==> config.mk <==
export PLATFORM = sky130hd
export DESIGN_NAME = bk_sector_engine
export DESIGN_NICKNAME = d
export VERILOG_FILES = /design/src/rtl/bk_sector_engine.sv
export SDC_FILE = /design/constraint.sdc
export NUM_CORES = 2
export LEC_CHECK = 0
export ABC_AREA = 0
export ABC_CLOCK_PERIOD_IN_PS = 7900
export CELL_PAD_IN_SITES_DETAIL_PLACEMENT = 0
export CELL_PAD_IN_SITES_GLOBAL_PLACEMENT = 1
export CORE_ASPECT_RATIO = 1.2
export CORE_MARGIN = 5
export CORE_UTILIZATION = 29
export CTS_CLUSTER_DIAMETER = 40
export CTS_CLUSTER_SIZE = 24
export DETAILED_ROUTE_END_ITERATION = 12
export PLACE_DENSITY_LB_ADDON = 0.1
export SYNTH_ARGS = -nofsm -noshare
export SYNTH_HDL_FRONTEND = slang
export SYNTH_SLANG_ARGS = --single-unit
==> constraint.sdc <==
create_clock -name clk_sys -period 7.9 [get_ports clk_sys]
set_input_delay 1.58 -clock clk_sys [delete_from_list [all_inputs] [get_ports clk_sys]]
set_output_delay 1.58 -clock clk_sys [all_outputs]
set_load 0.1 [all_outputs]
==> src/rtl/bk_sector_engine.sv <==
// Backup-RAM sector mover: walks every mounted SD volume sector by sector,
// staging each 512-byte sector in a 256x16 buffer between hps_io and SDRAM.
`timescale 1ns/1ps
module bk_sector_engine #(
  parameter int VOLUMES = 2,
  parameter int ADDR_W = 25,
  parameter logic [VOLUMES*ADDR_W-1:0] BASE_A = {25'h1F00000, 25'h1E00000},
  parameter int MAX_SECT = 256
) (
  input  logic                clk_sys,
  input  logic                reset,
  input  logic [VOLUMES-1:0]  img_mounted,
  input  logic [63:0]         img_size,
  output logic [31:0]         sd_lba,
  output logic [VOLUMES-1:0]  sd_rd,
  output logic [VOLUMES-1:0]  sd_wr,
  input  logic [VOLUMES-1:0]  sd_ack,
  input  logic [7:0]          sd_buff_addr,
  input  logic [15:0]         sd_buff_dout,
  input  logic                sd_buff_wr,
  output logic [15:0]         sd_buff_din,
  input  logic                bk_load,
  input  logic                bk_save,
  output logic                bk_ena,
  output logic                bk_loading,
  output logic                bk_saving,
  output logic [ADDR_W-1:0]   mem_addr,
  output logic                mem_rd,
  output logic                mem_wr,
  output logic [15:0]         mem_dout,
  input  logic [15:0]         mem_din,
  input  logic                mem_ack
);

  localparam int NS_W = $clog2(MAX_SECT + 1);
  localparam int CW   = (VOLUMES > 1) ? $clog2(VOLUMES) : 1;

  typedef enum logic [2:0] {
    S_IDLE, S_VSEL, S_SD_REQ, S_SD_XFER, S_MEM_XFER, S_NEXT
  } state_t;

  state_t st, st_nx;

  logic               load_p1, save_p1, ack_p1, is_load, req;
  logic [CW-1:0]      cur, sel;
  logic [CW:0]        vol;
  logic [NS_W-1:0]    lba, lba_inc, ns_cur;
  logic [NS_W-1:0]    nsect   [VOLUMES];
  logic [NS_W-1:0]    pend_ns [VOLUMES];
  logic [VOLUMES-1:0] pend, oh;
  logic [7:0]         idx;
  logic [ADDR_W-1:0]  base_cur;
  logic               found, any_ns, ack_cur, rise_ld, rise_sv;
  logic               unused_sz;

  logic [15:0] bram [256];
  logic [15:0] buf_q, buf_wd;
  logic [7:0]  buf_addr;
  logic        buf_we;

  function automatic logic [NS_W-1:0] sat_sect(input logic [54:0] sec);
    if (sec > 55'(MAX_SECT)) return NS_W'(MAX_SECT);
    return sec[NS_W-1:0];
  endfunction

  assign unused_sz = ^img_size[8:0];
  assign rise_ld   = (st == S_IDLE) && bk_load && !load_p1;
  assign rise_sv   = (st == S_IDLE) && bk_save && !save_p1 && !rise_ld;
  assign lba_inc   = lba + NS_W'(1);
  assign ack_cur   = |(sd_ack & oh);

  always_comb begin
    oh       = '0;
    base_cur = '0;
    ns_cur   = '0;
    any_ns   = 1'b0;
    for (int v = 0; v < VOLUMES; v++) begin
      oh[v] = (cur == CW'(v));
      if (cur == CW'(v)) begin
        base_cur = BASE_A[v*ADDR_W +: ADDR_W];
        ns_cur   = nsect[v];
      end
      if (nsect[v] != '0) any_ns = 1'b1;
    end
  end

  // Lowest mounted volume at or above vol; scanning downward lets the lowest win.
  always_comb begin
    found = 1'b0;
    sel   = '0;
    for (int v = VOLUMES - 1; v >= 0; v--) begin
      if (v >= int'(vol) && nsect[v] != '0) begin
        found = 1'b1;
        sel   = CW'(v);
      end
    end
  end

  always_ff @(posedge clk_sys or posedge reset) begin
    if (reset) st <= S_IDLE;
    else       st <= st_nx;
  end

  always_comb begin
    st_nx = st;
    case (st)
      S_IDLE:     if (rise_ld || rise_sv) st_nx = S_VSEL;
      S_VSEL:     if (!found) st_nx = S_IDLE;
                  else        st_nx = is_load ? S_SD_REQ : S_MEM_XFER;
      S_SD_REQ:   if (ack_cur) st_nx = S_SD_XFER;
      S_SD_XFER:  if (ack_p1 && !ack_cur) st_nx = is_load ? S_MEM_XFER : S_NEXT;
      S_MEM_XFER: if (req && mem_ack && idx == 8'hFF) st_nx = is_load ? S_NEXT : S_SD_REQ;
      S_NEXT:     if (lba_inc == ns_cur) st_nx = S_VSEL;
                  else                   st_nx = is_load ? S_SD_REQ : S_MEM_XFER;
      default:    st_nx = S_IDLE;
    endcase
  end

  always_ff @(posedge clk_sys or posedge reset) begin
    if (reset) begin
      load_p1    <= 1'b0;
      save_p1    <= 1'b0;
      ack_p1     <= 1'b0;
      is_load    <= 1'b0;
      bk_loading <= 1'b0;
      bk_saving  <= 1'b0;
      bk_ena     <= 1'b0;
      req        <= 1'b0;
      idx        <= '0;
      lba        <= '0;
      cur        <= '0;
      vol        <= '0;
      pend       <= '0;
      for (int v = 0; v < VOLUMES; v++) begin
        nsect[v]   <= '0;
        pend_ns[v] <= '0;
      end
    end else begin
      load_p1 <= bk_load;
      save_p1 <= bk_save;
      ack_p1  <= ack_cur;
      bk_ena  <= any_ns;
      if (rise_ld || rise_sv) begin
        is_load    <= rise_ld;
        bk_loading <= rise_ld;
        bk_saving  <= rise_sv;
        vol        <= '0;
      end else if (st_nx == S_IDLE) begin
        bk_loading <= 1'b0;
        bk_saving  <= 1'b0;
      end
      case (st)
        S_VSEL: begin
          if (found) cur <= sel;
          lba <= '0;
          idx <= '0;
          req <= 1'b0;
        end
        S_MEM_XFER: begin
          if (!req) req <= 1'b1;
          else if (mem_ack) begin
            req <= 1'b0;
            idx <= idx + 8'd1;
          end
        end
        S_NEXT: begin
          lba <= lba_inc;
          if (lba_inc == ns_cur) vol <= {1'b0, cur} + (CW+1)'(1);
        end
        default: ;
      endcase
      // Sector counts stay frozen while busy; mounts then wait in pend.
      for (int v = 0; v < VOLUMES; v++) begin
        if (img_mounted[v]) begin
          if (st == S_IDLE) begin
            nsect[v] <= sat_sect(img_size[63:9]);
            pend[v]  <= 1'b0;
          end else begin
            pend_ns[v] <= sat_sect(img_size[63:9]);
            pend[v]    <= 1'b1;
          end
        end else if (st == S_IDLE && pend[v]) begin
          nsect[v] <= pend_ns[v];
          pend[v]  <= 1'b0;
        end
      end
    end
  end

  // Single-port buffer: MEM_XFER owns the address, otherwise hps_io does.
  always_comb begin
    buf_addr = (st == S_MEM_XFER) ? idx : sd_buff_addr;
    buf_wd   = is_load ? sd_buff_dout : mem_din;
    buf_we   = (is_load && sd_buff_wr && (st == S_SD_REQ || st == S_SD_XFER)) ||
               (!is_load && st == S_MEM_XFER && req && mem_ack);
  end

  always_ff @(posedge clk_sys) begin
    if (buf_we) bram[buf_addr] <= buf_wd;
    buf_q <= bram[buf_addr];
  end

  assign sd_lba      = {{(32-NS_W){1'b0}}, lba};
  assign sd_rd       = (st == S_SD_REQ && is_load)  ? oh : '0;
  assign sd_wr       = (st == S_SD_REQ && !is_load) ? oh : '0;
  assign sd_buff_din = (!is_load && (st == S_SD_REQ || st == S_SD_XFER)) ? buf_q : 16'h0;
  assign mem_rd      = req && !is_load;
  assign mem_wr      = req && is_load;
  assign mem_dout    = (req && is_load) ? buf_q : 16'h0;
  assign mem_addr    = req ? (base_cur + {{(ADDR_W-NS_W-9){1'b0}}, lba, 9'b0}
                                       + {{(ADDR_W-9){1'b0}}, idx, 1'b0}) : '0;

endmodule

======== After elaboration in Yosys (flattened, before gate mapping) ========
Memories as Yosys holds them, arrays and structs flattened. A register that Yosys moved wholly into a read port is not among the register bits.
Index checks and enable logic that the tools add are counted.
operators by class
  add/sub/neg operators ................... 5
  order comparisons ....................... 3
  eq/ne operators ......................... 11
  mux-type cells .......................... 62
  bitwise operators ....................... 3
  reductions and logical operators ........ 46
operator list
  kind                                                                               count
  9-bit 2-to-1 mux                                                                   12
  55-bit by 9-bit greater-than comparator with 1-bit output (second input constant)  1
  16-bit 2-to-1 mux                                                                  3
  25-bit by 18-bit adder with 25-bit output                                          1
  25-bit by 9-bit adder with 25-bit output                                           1
  1-bit 2-to-1 mux                                                                   25
  25-bit 2-to-1 mux                                                                  1
  3-bit 2-to-1 mux                                                                   8
  8-bit 2-to-1 mux                                                                   3
  1-bit logical AND                                                                  22
  21-bit 2-to-1 mux                                                                  1
  3-bit one-hot mux with 6 select lines                                              1
  9-bit one-hot mux with 2 select lines                                              1
  9-bit nonzero test                                                                 2
  8-bit one-hot mux with 2 select lines                                              1
  2-bit 2-to-1 mux                                                                   5
  2-bit AND reduction                                                                5
  2-bit nonzero test                                                                 5
  9-bit by 1-bit adder with 9-bit output (second input constant)                     1
  9-bit == test                                                                      1
  8-bit by 1-bit adder with 8-bit output (second input constant)                     1
  8-bit == test (second input constant)                                              1
  3-bit by 2-bit == test with 1-bit output (second input constant)                   2
  3-bit == test (second input constant)                                              2
  other kinds (13)                                                                   24
word-level totals
  flip-flop bits (word level) ............. 69
  memory bits (writable) .................. 4,096
  bits of input ports ..................... 114
  output and inout bits ................... 98
  word-level logic and storage cells ...... 150
  memories kept ........................... 1
memories
  name  depth  bits a word  rd ports  clocked after memory_dff  wr ports  line  text
  bram  256    16           1         1                         1         56    logic [15:0] bram [256];

======== Logic depth before layout (Yosys ltp) ========
  word-level depth ........................ 11
  gate-level depth with buffers ........... 14
  gate-level depth less buffers ........... 9

======== Worst setup path before layout ========
No wires, ideal clock.
  kind .................................... register to output
  start point ............................. register cur
  end point ............................... output sd_wr[0]
  arrival ................................. 3.765 ns
  data required time ...................... 6.320 ns
  slack ................................... 2.555 ns
  stages on the path, launching flop included .. 4
  path buffers ............................ 2
  path through ............................ dfrtp_1 -> clkbuf_1 -> clkbuf_1 -> nor4_1
between the ends
  word-level cells in the longest chain between the ends .. 2
ends and longest elaborated chain
  element                   line  text
  start: declaration        45    logic [CW-1:0] cur, sel;
  start signal: assignment  154   if (found) cur <= sel;
  1-bit inverter            -
  2-bit 2-to-1 mux          205   assign sd_wr = (st == S_SD_REQ && !is_load) ? oh : '0;
  end: declaration          16    output logic [VOLUMES-1:0] sd_wr,
Every way passes these cells.

======== Final worst setup path ========
  start point ............................. register st[2]
  end point ............................... register buf_q[13], read port of bram
between the ends
  word-level cells in the longest chain between the ends .. 2
ends and longest elaborated chain
  element                   line  text
  start: declaration        42    state_t st, st_nx;
  start signal: assignment  101   else st <= st_nx;
  3-bit == test             192   buf_addr = (st == S_MEM_XFER) ? idx : sd_buff_addr;
  8-bit 2-to-1 mux          192
  end: declaration          57    logic [15:0] buf_q, buf_wd;
Every way passes these cells.
A chain may end at the register's enable or synchronous reset.

==> flow_summary.yaml <==
critical_path:
  end_kind: "flip-flop"
  path_max_fanout: 46
  required_ns: 8.84
  cpPeakStageDelay_ns: 0.81
  crit_type: "flip-flop to flip-flop"
  crit_chain: "nor3b_4 -> mux2_8 -> nand2_4 -> buf_12 -> buf_12 -> o22ai_1 -> o41ai_1 -> buf_4 -> nand4_1 -> a2111oi_1 -> buf_4 -> nand2_1"
  cp.arrival_ns: 7.16
  crit_slowest_cell: "nand2_4"
  cp-start-kind: "flip-flop"
power:
  p_sw_share_pct: 28.0
  p_sw_uw: 17400
  pwr_density_cell_nw_per_um2: 318
  vdd_drop_max_mv: 0.240
  combPwrFrac_pct: 15.5
  power_leakage_uw: 0.0659
  p_clk_share_pct: 41.8
  p_int_uw: 44800
  pwr-share-seq_pct: 42.7
die:
  die_w_um: 691
  die_area_um2: 571000
  die_h_um: 827
  start_util_pct: 29.0
  ios: 212
  num_rows: 300
  design.core.area_um2: 556000
yosys:
  seq_area_frac_synth_pct: 77.5
  synthCells: 8901
  ys_types: 59
  synth_edf_count: 4096
  yosys-top-cells-count: "edfxtp_1 (4096), mux2i_1 (1934), o22ai_1 (1030)"
  synthArstFlopShare_pct: 1.65
  synth_top_family_by_area: "multiplexers"
  yosys.area_share.simple_pct: 2.50
  synthAdderAreaFrac_pct: 0.0155
  synthMuxAreaShare_pct: 13.0
  synth_compound_area_share_pct: 5.10
  synth_flop_cell: "edfxtp_1"
  yosys_warnings: 0
  ys_top_cells_by_area: "edfxtp_1 (76%), mux2i_1 (12%), o22ai_1 (4.0%)"
  yosys.area.top_type: "edfxtp_1"
  syn_area_per_cell_um2: 18.1
  syn-cell-area_um2: 161000
  synth.top_cell.area_share_pct: 76.2
  synth_seq_cells: 4181
  yosysMostFrequentCell: "edfxtp_1"
  synth_xor_xnor_area_share_pct: 0.0977
route:
  viasPerCell: 4.96
  detail_route.wl_per_cell_um: 31.4
  drt_pre_antenna_iters: 6
  first_iter_violations: 7030
  vias: 87244
  routed_wl_mm: 552
  drc: 0
  drtAntennaViolNets: 0
place:
  place_inst: 16551
  hpwlAfterDp_mm: 334
  place_area_um2: 176000
  gp_congestion: 0.783
  io_buffer_count: 176
status:
  violations: "max-slew violations"
  status: "finished, violations left"
sta:
  finalClockSkew_ns: 0.0589
  fin_crit_ns: 6.22
  slew_headroom_pct: -2.37
  holdWs_ns: 0.477
  drv_slew: 56
  hold_viol_final: 0
  worst_pin_slew_ns: 1.54
  setup-tns-final_ns: 0
  setup_viol: 0
  rsz0062_at_grt: "false"
  fin_crit_sh_pct: 78.7
  fmax_ghz: 0.161
final_layout:
  synthToLayoutAreaGrowth_pct: 21.4
  multi_input_comb_area_um2: 35000
  design_area_um2: 196000
  final_util_pct: 35.3
  fillers: 52301
  nNetsFinal: 9838
  fin_cells: 17607
  layout-drive-gt1-share_pct: 19.3
  seq_area_um2: 125000
grt:
  grtUsageTotal_pct: 18.8
  grt_pass1_wl_mm: 749
  grt_max_degree: 197
  overflow: 0
  grt_pass1_vias: 88910
  antenna_found_initial: 36
cts:
  clockBufferDepth: 4
  cts_buffers: 568
  htree_levels: 6
  cts_root_buffer: "clkbuf_16"
  cts-resized-gates: 0
  clock_latency_ns: 1.07
  cts.sinks: 4181
  hold_buffers: 0
  cts_tree: "built"
  clkTransAtPathRegs_ns: 0.05
  cts_setup_buffers: 0
flow_run:
  drv_cap: 0
worst_hold_path:
  min-delay-path-class: "flip-flop to flip-flop"
flip-flops by register name, summed over array words and instances (netlist names), 2 cells and up:
signal and cells:
bram 4096, nsect 18, pend_ns 18, buf_q 16, lba 9, idx 8
st 3, pend 2, vol 2
stage by stage:
stage	total power [µW]	worst slack (ns)
5_1_grt	64300	1.36
3_3_place_gp	36700	0.586
2_1_floorplan	32000	2.55
3_5_place_dp	36900	0.557
4_1_cts	63100	1.46
6_report	62200	1.68
cells in the final DEF (no fill, tap or decap), types with 17 or more instances in the layout:
cell type           n
edfxtp_1         4096
mux2i_1          1930
o22ai_1          1029
clkbuf_16         582
buf_4             545
nor2_2            246
clkdlybuf4s50_1   176
nor4_1            167
nand2_1           132
inv_6              75
o41ai_1            70
bufinv_16          69
dfrtp_1            68
clkinv_2           67
buf_12             65
mux4_2             64
o21ai_0            56
a21oi_1            55
clkinv_1           55
clkinvlp_4         54
clkbuf_1           54
and2_1             46
clkinv_4           37
nand2_2            35
nor2_1             34
a22oi_1            34
nor4_2             32
diode_2            27
conb_1             26
nand2b_1           22
nand3_1            21
and3_1             21
mux2_8             18
nand4_1            17
power groups by stage:
| stage | Clock, µW | Combinational (µW) | Sequential [µW] |
|---|---|---|---|
| floorplan | 0 | 4950 | 27100 |
| global placement | 0 | 9690 | 27000 |
| detailed placement | 0 | 9860 | 27000 |
| CTS | 26600 | 9870 | 26600 |
| global route | 27600 | 10200 | 26600 |
| finish | 26000 | 9630 | 26600 |
logic make-up (layout without fill, tap and decap cells):
group / count (synthesis) / in the layout
multiplexers: 2019 / 2019
other: 1 / 53
AO/OA/AOI/OAI: 1290 / 1290
adder cells (fa/ha/maj): 2 / 2
flip-flops: 4181 / 4181
XOR/XNOR: 18 / 18
buffers and inverters: 564 / 1819
AND/OR/NAND/NOR: 826 / 826
path summary, 6_finish.rpt:
path | startpoint | end | slack (ns) | depth (start not counted)
max in group asynchronous | reset | is_load$_DFFE_PP0P_ | 6.06 | 3
min | pend_ns[16]$_DFFE_PP0P_ | pend_ns[16]$_DFFE_PP0P_ | 0.48 | 2
max | st[2]$_DFF_PP0_ | buf_q[13]$_DFF_P_ | 1.68 | 12
min reg2reg | pend_ns[16]$_DFFE_PP0P_ | pend_ns[16]$_DFFE_PP0P_ | 0.48 | 2
max reg2reg | st[2]$_DFF_PP0_ | buf_q[13]$_DFF_P_ | 1.68 | 12
min in group asynchronous | reset | idx[5]$_DFFE_PP0P_ | 1.09 | 3
area by class of cell:
type                       count  area share [%]
antenna                       27          0.0345
clock buffer                 640            7.57
clock inverter               389            2.31
inverter                       4         0.00766
multi-input combinational   4181            17.9
sequential                  4181            63.8
tap                         7399            4.73
timing repair buffer         786            3.65
routing by layer:
| metal | routed length, µm | vias to the layer above | part of all wire, % | GRT usage (%) |
|---|---|---|---|---|
| met1 | 236000 | 46482 | 43 | 24.4 |
| met3 | 26600 | 669 | 4.8 | 3.07 |
| met2 | 274000 | 2143 | 50 | 32.6 |
| met4 | 15000 | 4 | 2.7 | 4.79 |
| met5 | 32 | - | 0.0058 | 0 |
| li1 | - | 37946 | - | - |
worst max-delay path: cells and delay by family (launching register included):
family	cells	cell delay [ns]
DFF	1	0.73
AOI/OAI and AO/OA	3	1.36
muxes	1	0.68
and+or+nand+nor	4	2.13
buffers and inverters	4	1.04
(Power assumes the default switching activity.)
